--- config.mk ---
export PLATFORM = sky130hd
export DESIGN_NAME = output_port_scheduler
export DESIGN_NICKNAME = d
export VERILOG_FILES = /design/src/rtl/noc_pkg.sv /design/src/rtl/output_port_scheduler_rr_pick.sv /design/src/rtl/output_port_scheduler.sv
export SDC_FILE = /design/constraint.sdc
export NUM_CORES = 1
export LEC_CHECK = 0
export ABC_AREA = 0
export CAP_MARGIN = 0
export CORE_ASPECT_RATIO = 1.5
export CORE_MARGIN = 3
export CORE_UTILIZATION = 50
export DETAILED_ROUTE_END_ITERATION = 10
export HOLD_SLACK_MARGIN = 0.15
export PLACE_DENSITY = 0.78
export SYNTH_ARGS = -nofsm -noshare
export SYNTH_HDL_FRONTEND = slang
export SYNTH_SLANG_ARGS = --single-unit
--- constraint.sdc ---
create_clock -name clk -period 3.1 [get_ports clk]
set_input_delay 0.465 -clock clk [delete_from_list [all_inputs] [get_ports clk]]
set_output_delay 0.465 -clock clk [all_outputs]
set_load 0.02 [all_outputs]
--- src/rtl/noc_pkg.sv ---
// Shared NoC router definitions: port indices, flit type codes,
// scheduler state encoding and small index helpers.
package noc_pkg;

    localparam int NPORTS = 5;

    localparam int PORT_L = 0;
    localparam int PORT_N = 1;
    localparam int PORT_E = 2;
    localparam int PORT_W = 3;
    localparam int PORT_S = 4;

    localparam logic [2:0] FLIT_HEAD   = 3'b001;
    localparam logic [2:0] FLIT_BODY   = 3'b010;
    localparam logic [2:0] FLIT_TAIL   = 3'b100;
    localparam logic [2:0] FLIT_SINGLE = 3'b101;

    typedef enum logic {
        IDLE,
        ACTIVE
    } sched_state_t;

    function automatic logic [2:0] next_port(input logic [2:0] p);
        return (p == 3'(NPORTS - 1)) ? 3'd0 : p + 3'd1;
    endfunction

endpackage

--- src/rtl/output_port_scheduler_rr_pick.sv ---
// Round-robin picker: first set candidate at or after ptr_i,
// wrapping from the last port back to port 0.
module rr_pick
    import noc_pkg::*;
(
    input  logic [NPORTS-1:0] cand_i,
    input  logic [2:0]        ptr_i,
    output logic [NPORTS-1:0] win_o,
    output logic [2:0]        idx_o,
    output logic              found_o
);

    logic [3:0] sum;
    logic [2:0] j;
    logic       hit;

    always_comb begin
        win_o = '0;
        idx_o = '0;
        hit   = 1'b0;
        sum   = '0;
        j     = '0;
        for (int k = 0; k < NPORTS; k++) begin
            sum = {1'b0, ptr_i} + 4'(k);
            if (sum >= 4'(NPORTS)) begin
                sum = sum - 4'(NPORTS);
            end
            j = sum[2:0];
            if (!hit && cand_i[j]) begin
                hit      = 1'b1;
                win_o[j] = 1'b1;
                idx_o    = j;
            end
        end
        found_o = hit;
    end

endmodule

--- src/rtl/output_port_scheduler.sv ---
// Per-output scheduler: round-robin packet lock, credit gating
// of flit forwarding and a watchdog that breaks stalled locks.
module output_port_scheduler
    import noc_pkg::*;
#(
    parameter int          DEPTH   = 4,
    parameter logic [11:0] TIMEOUT = 12'd64,
    localparam int         CW      = $clog2(DEPTH + 1)
) (
    input  logic          clk,
    input  logic          rst,
    input  logic [4:0]    req,
    input  logic [14:0]   flit_id,
    input  logic          credit_in,
    output logic [4:0]    grant,
    output logic [2:0]    xbar_sel,
    output logic [4:0]    pop,
    output logic          fwd_valid,
    output logic [CW-1:0] credits,
    output logic          timeout,
    output logic          credit_err
);

    sched_state_t      state_q, state_d;
    logic [4:0]        grant_q, grant_d;
    logic [2:0]        sel_q, sel_d;
    logic [2:0]        ptr_q, ptr_d;
    logic [CW-1:0]     cred_q, cred_d;
    logic [11:0]       wd_q, wd_d;

    logic [NPORTS-1:0] head, tail;
    logic [NPORTS-1:0] win;
    logic [2:0]        win_idx;
    logic              found;
    logic              pop_any;

    for (genvar i = 0; i < NPORTS; i++) begin : g_type
        assign head[i] = flit_id[3*i];
        assign tail[i] = flit_id[3*i+2];
    end

    rr_pick u_pick (
        .cand_i  (req & head),
        .ptr_i   (ptr_q),
        .win_o   (win),
        .idx_o   (win_idx),
        .found_o (found)
    );

    always_comb begin
        state_d = state_q;
        grant_d = grant_q;
        sel_d   = sel_q;
        ptr_d   = ptr_q;
        wd_d    = wd_q;
        pop     = '0;
        timeout = 1'b0;
        unique case (state_q)
            IDLE: begin
                wd_d = '0;
                if (found) begin
                    state_d = ACTIVE;
                    grant_d = win;
                    sel_d   = win_idx;
                end
            end
            ACTIVE: begin
                // Watchdog wins over a pop that becomes possible this cycle
                if (wd_q == TIMEOUT - 12'd1) begin
                    timeout = 1'b1;
                    state_d = IDLE;
                    grant_d = '0;
                    sel_d   = '0;
                    ptr_d   = next_port(sel_q);
                end else if (req[sel_q] && cred_q != '0) begin
                    pop  = grant_q;
                    wd_d = '0;
                    if (tail[sel_q]) begin
                        state_d = IDLE;
                        grant_d = '0;
                        sel_d   = '0;
                        ptr_d   = next_port(sel_q);
                    end
                end else begin
                    wd_d = wd_q + 12'd1;
                end
            end
            default: state_d = IDLE;
        endcase
    end

    always_comb begin
        pop_any    = |pop;
        credit_err = credit_in && !pop_any && (cred_q == CW'(DEPTH));
        cred_d     = cred_q;
        if (pop_any && !credit_in) begin
            cred_d = cred_q - CW'(1);
        end else if (credit_in && !pop_any && !credit_err) begin
            cred_d = cred_q + CW'(1);
        end
    end

    always_ff @(posedge clk) begin
        if (rst) begin
            state_q <= IDLE;
            grant_q <= '0;
            sel_q   <= '0;
            ptr_q   <= '0;
            cred_q  <= CW'(DEPTH);
            wd_q    <= '0;
        end else begin
            state_q <= state_d;
            grant_q <= grant_d;
            sel_q   <= sel_d;
            ptr_q   <= ptr_d;
            cred_q  <= cred_d;
            wd_q    <= wd_d;
        end
    end

    assign grant     = grant_q;
    assign xbar_sel  = sel_q;
    assign fwd_valid = pop_any;
    assign credits   = cred_q;

endmodule

==> results.tsv <==
metric	value	unit
status	finished, violations left	
violations	setup timing	
ys.flop_type	dfxtp_1	
clockBufferDepth	2	
grt_max_degree	26	
grt_antenna_before_repair	0	
critPathArrivalTime	3.34	ns
cp-startpoint	ptr_q[1]	
final_net_count	488	
maxCapViolCount	0	
fin_ws	-0.00409	ns
slew_headroom	63.1	%
cts_sinks	27	
grt_pass1_wl	14000	um
insertion_delay	0.28	ns
core	0.00516	sq mm
fin_crit_sh	100	%
start_util	52.0	%
numCtsBuffers	3	
vias	3296	
reg2reg_from	ptr_q[1]	
die_area	0.00630	sq mm
startpoint_type	register	
crit_type	register to register	
synth_top_area_share	20.1	%
path_cells	inv_4 > buf_4 > ha_2 > inv_1 > o221ai_2 > a31oi_1 > o211ai_1 > a21oi_2 > a2111oi_0 > nor2_1 > a31o_1 > a21bo_1	
finClkSkew	0.00402	ns
postRouteAntennaNets	0	
instances_no_fill	519	
hold_buffers	0	
dp.cells	512	
synthArstFlopShare	0	%
synth_cell_type_count	73	
postSynthCellCount	347	
grt_busiest_layer	met2	
slew_violations	0	
root_buffer	clkbuf_8	
fmax	0.322	GHz
synth_edf_count	0	
pwr-share-seq	15.8	%
rows	32	
critPathMaxFanout	11	
critPathSlowestCell	a2111oi_0	
path_clk_slew	0.10	ns
place_congestion	0.954	
dp_slack	-0.209	ns
crit_buf_inv	3	
netlist_area	0.00269	sq mm
clkPwrFrac	6.9	%
dp_hpwl	6910	um
crit_path_end_kind	register	
met2_usage	52.0	%
required	3.33	ns
ir_drop	484	uV
synth_largest_area_cell	dfxtp_1	
die_h	95.8	um
ys_ff_latch	27	
final_core_util	77.7	%
syn_area_per_cell	7.74	sq um
min-delay-start	grant[3]	
die-width	65.8	um
hold_viol_final	0	
dr.pass1.iters	8	
combinationalPowerShare	77.3	%
numPortBuffers	36	
fin_crit	3.10	ns
tritoncts	done	
ys_warn_count	0	
netSwitchingFraction	46.8	%
global_route.usage.met3	2.22	%
hold_path.class	register to register	
intPower	1.61	mW
cp_top_family	compound AO/OA/AOI/OAI gates	
routed_wl	9400	um
area_delta_synth_final	49.5	%
viasPerCell	6.35	
worst_pin_slew	0.546	ns
max_stage_delay	0.50	ns
synth_seq_area_share	20.1	%
post_dp_cell_area	0.00365	sq mm
report.final.setup_viol	1	
htree_num_levels	1	
switching_power	1.41	mW
synth.net_count	383	
final_area	0.00402	sq mm
diodes	0	
drive_gt1_share	30.8	%
drc	0	
synth_area_leaders	dfxtp_1 (20%), nor2_1 (5.3%), ha_1 (5.1%)	
grt_use_total	28.2	%
whs	0.500	ns
grt_setup_unrepaired	yes	
grt_overflow_total	0	
p_leak	1.60	nW
routedWlPerCell	18.1	um
gr-usage-met1	29.1	%
io_pins	42	
grt_pass1_vias	3154	
drt_iter0_markers	213	
cellPowerDensity	752	mW/mm^2
-- cells in the final DEF (no fill, tap or decap), types with 6 or more instances in the layout --
master / n
nor3_1: 7
inv_1: 13
and3_1: 8
xnor2_1: 8
nor2b_1: 6
nor2_1: 36
buf_4: 70
dfxtp_1: 24
clkdlybuf4s50_1: 29
nand2_1: 31
nand3_1: 13
a211o_1: 6
dlygate4sd2_1: 6
a21oi_1: 11
o2bb2ai_1: 6
nand2b_1: 6
o21ai_0: 11
a211oi_1: 8
and2_1: 9
-- Yosys cell counts, drive strengths merged, types with 5 or more instances --
master,instances
inv,16
and3,8
a21o,5
buf,5
xnor2,9
a31o,6
a211o,6
dfxtp,27
nand2,32
and2,10
nor2b,7
nor3,10
clkbuf,7
nand2b,7
nand3,13
a31oi,5
a211oi,12
ha,11
nor2,38
or2,5
o21ai,15
o2bb2ai,6
a21oi,14
-- per-stage QoR --
stage,power [mW],setup TNS (ns)
2_1_floorplan,1.68,0
3_3_place_gp,2.44,-1.15
3_5_place_dp,2.49,-2.15
4_1_cts,2.77,0
5_1_grt,3.21,-0.811
6_report,3.02,-0.00409
-- routing by layer --
| metal | wire, um | share of wire (%) | vias up |
|---|---|---|---|
| met2 | 4940 | 53 | 170 |
| met4 | 653 | 6.9 | 0 |
| li1 | - | - | 1513 |
| met3 | 473 | 5.0 | 53 |
| met5 | 0 | 0 | - |
| met1 | 3330 | 35 | 1560 |
-- cell families after synthesis --
| family | Yosys count | synth area share, % |
|---|---|---|
| adders and majority gates | 13 | 6.62 |
| xor gates and xnor gates | 13 | 4.24 |
| muxes | 5 | 2.80 |
| DFF | 27 | 20.1 |
| and+or+nand+nor | 155 | 31.7 |
| AOI/OAI and AO/OA | 106 | 30.1 |
| buffers and inverters | 28 | 4.38 |
-- power by group through the flow --
stage	registers [mW]	logic, mW	clock network [mW]
global placement	0.470	1.97	0
floorplan	0.506	1.17	0
global route	0.485	2.50	0.222
detailed placement	0.472	2.02	0
CTS	0.470	2.09	0.208
finish	0.478	2.33	0.208
-- area by class of cell --
cell class | count | area [sq um]
clock buffer | 3 | 41.3
inverter | 16 | 67.6
tap | 68 | 85.1
timing repair buffer | 112 | 955
clock inverter | 1 | 7.51
fill | 343 | 1150
sequential | 27 | 549
multi-input combinational | 292 | 2310
-- repair_timing --
| action | in CTS | in global routing |
|---|---|---|
| buffers inserted | 2 | 2 |
| setup endpoints to repair | 16 | 10 |
| resized for setup | 25 | 48 |
| pin swaps | 3 | 22 |
-- worst paths after layout --
path	endpoint	slack [ns]	cells after the start
setup / recovery	xbar_sel[2]	-0.004	12
hold / removal	grant[3]	0.50	1
setup reg to reg	xbar_sel[2]	-0.004	12
hold reg to reg	grant[3]	0.50	1
-- registers in the layout (all words and copies together), names as in the netlist --
register / cells
xbar_sel: 3
grant: 5
wd_q: 12
credits: 3
ptr_q: 3
state_q: 1
Note: power is estimated with default switching activity, not from simulation.
